### config.mk
export PLATFORM = sky130hd
export DESIGN_NAME = izigzag_blk_ctl
export DESIGN_NICKNAME = d
export VERILOG_FILES = /design/src/rtl/izigzag_blk_ctl.sv
export SDC_FILE = /design/constraint.sdc
export NUM_CORES = 1
export LEC_CHECK = 0
export ABC_CLOCK_PERIOD_IN_PS = 5300
export BUFFER_PORTS_ARGS = -buffer_cell sky130_fd_sc_hd__buf_2
export CAP_MARGIN = 20
export CORE_MARGIN = 1.5
export CORE_UTILIZATION = 57
export DETAILED_ROUTE_END_ITERATION = 16
export PLACE_DENSITY = 0.84
export REMOVE_ABC_BUFFERS = 1
export SLEW_MARGIN = 40
export SYNTH_ARGS = -nofsm -noshare
export SYNTH_HDL_FRONTEND = slang
export SYNTH_SLANG_ARGS = --single-unit
### constraint.sdc
create_clock -name clock -period 5.3 [get_ports clock]
set_clock_uncertainty 0.15 [all_clocks]
set_input_delay 0.53 -clock clock [delete_from_list [all_inputs] [get_ports clock]]
set_output_delay 0.53 -clock clock [all_outputs]
set_load 0.02 [all_outputs]
### src/rtl/izigzag_blk_ctl.sv
// ---------------------------------------------------------------------------
// izigzag_blk_ctl
//
// Tags a stream of 16-bit coefficient tokens with their zigzag position inside
// an 8x8 block (row, column, last-of-block). There is one output register
// stage with valid/backpressure handshaking, so a full-rate stream passes
// through at one token per cycle. An end-of-stream token is forwarded and then
// parks the block in DONE until reset.
//
// Ports
//   clock      : single clock, rising edge
//   reset      : asynchronous, active-low
//   ruS_d      : input token data
//   ruS_v      : input token valid
//   ruS_e      : input end-of-stream marker (qualified by ruS_v)
//   ruS_b      : backpressure to producer (1 = hold the token)
//   chuO_d     : output token data (registered)
//   chuO_row   : zigzag row of the output token
//   chuO_col   : zigzag column of the output token (channel select A..H)
//   chuO_last  : output token is index 63 of its block
//   chuO_v     : output token valid
//   chuO_e     : output end-of-stream marker (qualified by chuO_v)
//   chuO_b     : backpressure from consumer
//   blk_cnt    : number of completed 64-token blocks (wraps)
//   short_blk  : sticky, end-of-stream arrived in the middle of a block
// ---------------------------------------------------------------------------
module izigzag_blk_ctl (
    input  logic        clock,
    input  logic        reset,
    input  logic [15:0] ruS_d,
    input  logic        ruS_v,
    input  logic        ruS_e,
    output logic        ruS_b,
    output logic [15:0] chuO_d,
    output logic [2:0]  chuO_row,
    output logic [2:0]  chuO_col,
    output logic        chuO_last,
    output logic        chuO_v,
    output logic        chuO_e,
    input  logic        chuO_b,
    output logic [15:0] blk_cnt,
    output logic        short_blk
);

    typedef enum logic {
        RUN  = 1'b0,
        DONE = 1'b1
    } state_t;

    state_t     state;

    // Walker: current position in the zigzag scan and its direction
    // (0 = moving up-right, 1 = moving down-left).
    logic [2:0] walkRow;
    logic [2:0] walkCol;
    logic       walkDir;
    logic [5:0] walkIdx;

    logic [2:0] nextRow;
    logic [2:0] nextCol;
    logic       nextDir;
    logic       accept;

    // The register can take a token when empty or when its current token
    // leaves this cycle; after end-of-stream nothing more is taken.
    assign ruS_b  = (state == DONE) || (chuO_v && chuO_b);
    assign accept = ruS_v && !ruS_b;

    // Zigzag step. At an edge of the block the walker slides one place along
    // that edge and turns around.
    always_comb begin
        nextRow = walkRow;
        nextCol = walkCol;
        nextDir = walkDir;
        if (!walkDir) begin
            if (walkCol == 3'd7) begin
                nextRow = walkRow + 3'd1;
                nextDir = 1'b1;
            end else if (walkRow == 3'd0) begin
                nextCol = walkCol + 3'd1;
                nextDir = 1'b1;
            end else begin
                nextRow = walkRow - 3'd1;
                nextCol = walkCol + 3'd1;
            end
        end else begin
            if (walkRow == 3'd7) begin
                nextCol = walkCol + 3'd1;
                nextDir = 1'b0;
            end else if (walkCol == 3'd0) begin
                nextRow = walkRow + 3'd1;
                nextDir = 1'b0;
            end else begin
                nextRow = walkRow + 3'd1;
                nextCol = walkCol - 3'd1;
            end
        end
    end

    always_ff @(posedge clock or negedge reset) begin
        if (!reset) begin
            state     <= RUN;
            walkRow   <= 3'd0;
            walkCol   <= 3'd0;
            walkDir   <= 1'b0;
            walkIdx   <= 6'd0;
            chuO_d    <= 16'd0;
            chuO_row  <= 3'd0;
            chuO_col  <= 3'd0;
            chuO_last <= 1'b0;
            chuO_v    <= 1'b0;
            chuO_e    <= 1'b0;
            blk_cnt   <= 16'd0;
            short_blk <= 1'b0;
        end else begin
            if (accept) begin
                chuO_v <= 1'b1;
                chuO_d <= ruS_d;
                if (ruS_e) begin
                    // End-of-stream: forwarded untagged, walker rewound.
                    chuO_e    <= 1'b1;
                    chuO_row  <= 3'd0;
                    chuO_col  <= 3'd0;
                    chuO_last <= 1'b0;
                    if (walkIdx != 6'd0) begin
                        short_blk <= 1'b1;
                    end
                    walkRow <= 3'd0;
                    walkCol <= 3'd0;
                    walkDir <= 1'b0;
                    walkIdx <= 6'd0;
                    state   <= DONE;
                end else begin
                    chuO_e    <= 1'b0;
                    chuO_row  <= walkRow;
                    chuO_col  <= walkCol;
                    chuO_last <= (walkIdx == 6'd63);
                    if (walkIdx == 6'd63) begin
                        walkRow <= 3'd0;
                        walkCol <= 3'd0;
                        walkDir <= 1'b0;
                        walkIdx <= 6'd0;
                        blk_cnt <= blk_cnt + 16'd1;
                    end else begin
                        walkRow <= nextRow;
                        walkCol <= nextCol;
                        walkDir <= nextDir;
                        walkIdx <= walkIdx + 6'd1;
                    end
                end
            end else if (!chuO_b) begin
                // Token consumed with nothing to replace it; payload is held.
                chuO_v <= 1'b0;
            end
        end
    end

endmodule

Word level (Yosys, flattened, before mapping)
Cells that the tools add are included.
{"block": "totals", "regBits": 56, "latch_bits": 0, "ramBits": 0, "romBits": 0, "inputBits": 21, "out_inout_bits": 43, "wordCells": 67, "n_memories": 0}
{"block": "classes", "addsub": 6, "mul": 0, "div_mod_pow": 0, "order_cmp": 0, "eq_ne": 8, "n_shift": 0, "mux": 27, "bitwise": 1, "reduce_logical": 12}
{"cell": "$mux W3", "n": 14}
{"cell": "$add A16 B1 Y16 const B", "n": 1}
{"cell": "$mux W6", "n": 2}
{"cell": "$reduce_and A3 Y1", "n": 4}
{"cell": "$mux W1", "n": 11}
{"cell": "$ne A5 B4 Y1 const B", "n": 2}
{"cell": "$ne A4 B3 Y1 const B", "n": 2}
{"cell": "$add A3 B1 Y3 const B", "n": 2}
{"cell": "$add A6 B1 Y6 const B", "n": 1}
{"cell": "$eq A3 B3 Y1 const B", "n": 2}
{"cell": "$eq A6 B6 Y1 const B", "n": 1}
{"cell": "$logic_not A3 Y1", "n": 2}
{"cell": "$reduce_bool A6 Y1", "n": 1}
{"cell": "$sub A3 B1 Y3 const B", "n": 2}
{"cell": "$logic_and A1 B1 Y1", "n": 2}
{"cell": "$ne A2 B1 Y1 const B", "n": 1}
{"cell": "$reduce_and A2 Y1", "n": 1}
{"cell": "$logic_not A1 Y1", "n": 1}
{"cell": "$logic_or A1 B1 Y1", "n": 1}
{"cell": "$not A1 Y1", "n": 1}

Logic depth before layout (Yosys ltp)
{"block": "depth", "depth_word": 6, "depth_mapped": 7}

Least setup slack after synthesis
Ideal clock, no wire load.
{"block": "synth_path", "kind": "reg-to-reg", "from": "reg walkIdx[0]", "to": "reg blk_cnt[1]", "arrival_ns": 1.647, "required_time_ns": 5.022, "slack_ns": 3.376, "stages_incl_launch_ff": 7, "period_less_slack_ns": 1.924, "path_cell_list": "dfrtp_1 > ha_1 > nand3_2 > or2_1 > buf_6 > nor3_4 > mux2_1"}
{"block": "synth_between", "elab_chain_len": 2}
{"element": "start, declared", "line_no": "57", "source": "logic [5:0] walkIdx;"}
{"element": "start signal, assigned", "line_no": "148", "source": "walkIdx <= walkIdx + 6'd1;"}
{"element": "$eq A6 B6 Y1", "line_no": "138", "source": "if (walkIdx == 6'd63) begin"}
{"element": "$reduce_and A3 Y1 (no line)"}
{"element": "end signal, assigned", "line_no": "143", "source": "blk_cnt <= blk_cnt + 16'd1;"}
{"element": "end, declared", "line_no": "41", "source": "output logic [15:0] blk_cnt,"}
No other way between the ends.
A chain may end at the register's enable or synchronous reset.

Worst setup path in the final report
{"block": "layout_path", "from": "reg walkIdx[0]", "to": "reg walkRow[2]"}
{"block": "layout_between", "elab_chain_len": 3}
{"element": "$eq A6 B6 Y1 (*)", "line_no": "138"}
{"element": "$ne A5 B4 Y1 (no line), or another cell as far along"}
{"element": "$reduce_and A3 Y1 (no line) or $mux W3 (tied branches)"}
{"element": "end signal, assigned", "line_no": "145", "source": "walkRow <= nextRow;"}
{"element": "end, declared", "line_no": "54", "source": "logic [2:0] walkRow;"}
Mark *: on every way between the ends. The rest lies on a longest branch, timed or not.

==> impl_metrics.yaml <==
run_status:
  status: "finished clean"
clock_network:
  cts_made_buffers: 5
  cts_tree: "done"
  clkLatencyLatePin_ns: 0.31
  clock_tree.buffer_depth: 2
  cts_resized: 0
  clockRootBuffer: "clkbuf_8"
  post_cts_buffers: 0
  hold_buffers: 0
  cts.sinks: 56
  htree_levels: 2
  clkTransAtPathRegs_ns: 0.10
sta:
  slew_headroom_pct: 47.6
  slew_viol_final: 0
  finalCritPeriodShare_pct: 43.3
  fin_setup_tns_ns: 0
  setup_viol: 0
  layout_min_cycle_time_ns: 2.29
  fmax_mhz: 436
  rsz0062_at_grt: "false"
  worst_pin_slew_ns: 0.777
  hold_viol: 0
power:
  pwr-share-comb_pct: 36.1
  power_density_nw_per_um2: 456
  p_int_mw: 0.840
  vdd.ir_drop.worst_v: 0.000329
  clockPowerShare_pct: 17.6
  switching_share_pct: 39.5
  p_sw_mw: 0.549
  power.total_mw: 1.39
  p_seq_share_pct: 46.3
  leakagePower_nw: 1.61
place:
  place.port_buffers: 63
  post-dp-hpwl_um: 3590
  gp_congestion: 0.840
worst_setup_path:
  crit_family: "compound AO/OA/AOI/OAI gates"
  r2r_cells: 5
  r2r_slack_ns: 3.01
  max_stage_delay_ns: 0.65
  r2r_end: "walkRow[2]"
  worstPathRequired_ns: 5.36
  worstReg2RegStart: "walkIdx[0]"
  worstSetupEndpointType: "flop"
  crit_path_max_fanout: 6
  start_kind: "flop"
  arrival_ns: 2.35
  worstPathCellList: "ha_1 -> nand3_2 -> o21ai_0 -> o21ai_0 -> a211o_1"
  cp_common_cell: "o21ai_0"
  slowest_stage: "o21ai_0"
  cp_num_buf_inv: 0
  critPathKind: "reg2reg"
drt:
  drtAntennaViolNets: 0
  dr_total_vias: 2039
  drcViolationCount: 0
  post_drt_wl_per_cell_um: 13.6
  dr.pass1.iters: 4
  wl_um: 5170
  viasPerCell: 5.37
  drt_iter0_drc: 87
floorplan:
  dieHeight_um: 70.6
  fp.coreArea_um2: 4380
  pin_count: 64
  dieArea_um2: 4980
  placementRows: 24
  start_util_pct: 59.4
  dieWidth_um: 70.6
grt:
  first_global_vias: 2102
  grt_pass1_wl_um: 9300
  antenna_found_initial: 0
  grt_usage_pct: 23.3
  grt_max_degree: 57
  gr-total-overflow: 0
finish:
  n_antenna_cell: 0
  layout_commonest_cell: "nand2_1"
  syn_to_final_growth_pct: 17.1
  final_cell_mix: "81 x nand2_1, 63 x buf_2, 56 x dfrtp_1, 16 x o21ai_0, 15 x xnor2_1"
  final_nets: 359
  drive_gt1_share_pct: 24.1
  final_util_pct: 69.5
yosys:
  synth_edf_count: 0
  synthArstFlopShare_pct: 100
  synth_top_flop_cell: "dfrtp_1"
  avgSynthCellArea_um2: 9.83
  ys_types: 39
  yosysWarningCount: 0
  ys_ff_latch: 56
  netlist_area_um2: 2600
  synth_seq_area_share_pct: 53.8
  synthCells: 265
flow_run:
  drv_cap: 0
worst_hold_path:
  hold_path_class: "in2async"
-- through the flow --
step                setup slack, ns  std cells  instance area (um2)  hold slack [ns]
floorplan                      2.84        255                 2550           0.0844
global placement               2.77        372                 2950            0.303
detailed placement             2.71        372                 2950            0.312
CTS                            2.94        380                 3050            0.212
global route                   2.83        380                 3050            0.245
finish                         3.01        380                 3050            0.193
-- synthesized netlist by cell type (all sizes together) (2+ instances only) --
library cell / number / area (um2)
nand2: 81 / 304
dfrtp: 56 / 1400
o21ai: 16 / 80.1
xnor2: 15 / 131
ha: 11 / 138
inv: 10 / 37.5
nand3: 9 / 50.1
a21oi: 7 / 35.0
clkbuf: 7 / 27.5
nand4: 6 / 37.5
nor3: 6 / 63.8
o31ai: 5 / 37.5
and2: 3 / 18.8
buf: 3 / 21.3
nor2: 3 / 11.3
nor2b: 3 / 18.8
a21o: 2 / 15.0
a31oi: 2 / 12.5
and3: 2 / 12.5
mux2i: 2 / 20.0
or2: 2 / 12.5
xor2: 2 / 17.5
-- cell families after synthesis --
group	after synthesis	share of synthesized area (%)
fa+ha+maj	11	5.29
buf+inv	20	3.32
simple gates	119	21.5
mux	3	1.20
flops	56	53.8
compound gates	39	9.13
xor+xnor	17	5.72
-- power groups by stage --
stage	registers [mW]	clock network, mW	logic [mW]
global placement	0.645	0	0.490
floorplan	0.742	0	0.236
detailed placement	0.645	0	0.507
finish	0.643	0.245	0.502
CTS	0.642	0.252	0.508
global route	0.662	0.270	0.568
-- registers in the layout, indices dropped and copies added (netlist names) --
name / cells
chuO_col: 3
blk_cnt: 16
chuO_last: 1
state: 1
short_blk: 1
chuO_e: 1
walkCol: 3
walkRow: 3
chuO_d: 16
walkDir: 1
chuO_row: 3
chuO_v: 1
walkIdx: 6
-- cell type report --
class,instances,area [um2]
sequential,56,1400
tap,52,65.1
multi-input combinational,189,1120
clock buffer,6,82.6
timing repair buffer,65,330
inverter,10,37.5
fill,347,1340
clock inverter,2,15.0
-- worst max path at each step --
stage / to / from / cells past startpoint / slack [ns]
after CTS: walkRow[2] / chuO_v / 5 / 2.94
after detailed placement: walkRow[2] / chuO_b / 6 / 2.71
after floorplan: blk_cnt[1] / chuO_b / 4 / 2.84
after global routing: walkRow[2] / walkIdx[0] / 5 / 2.83
final: walkRow[2] / walkIdx[0] / 5 / 3.01
after global placement: walkRow[2] / chuO_b / 5 / 2.77
-- worst reg2reg max path, stage by stage, from the launching register on --
cell	delay (ns)
dfrtp_1	0.41
ha_1	0.22
nand3_2	0.11
o21ai_0	0.65
o21ai_0	0.31
a211o_1	0.34
-- routing by layer --
metal	track usage [%]	share of wire, %	vias to the layer above
li1	-	-	1008
met5	0	0	-
met2	38.1	47	66
met1	31.8	46	958
met4	6.92	1.1	0
met3	4.99	5.8	7
Note: power is estimated with default switching activity, not from simulation.
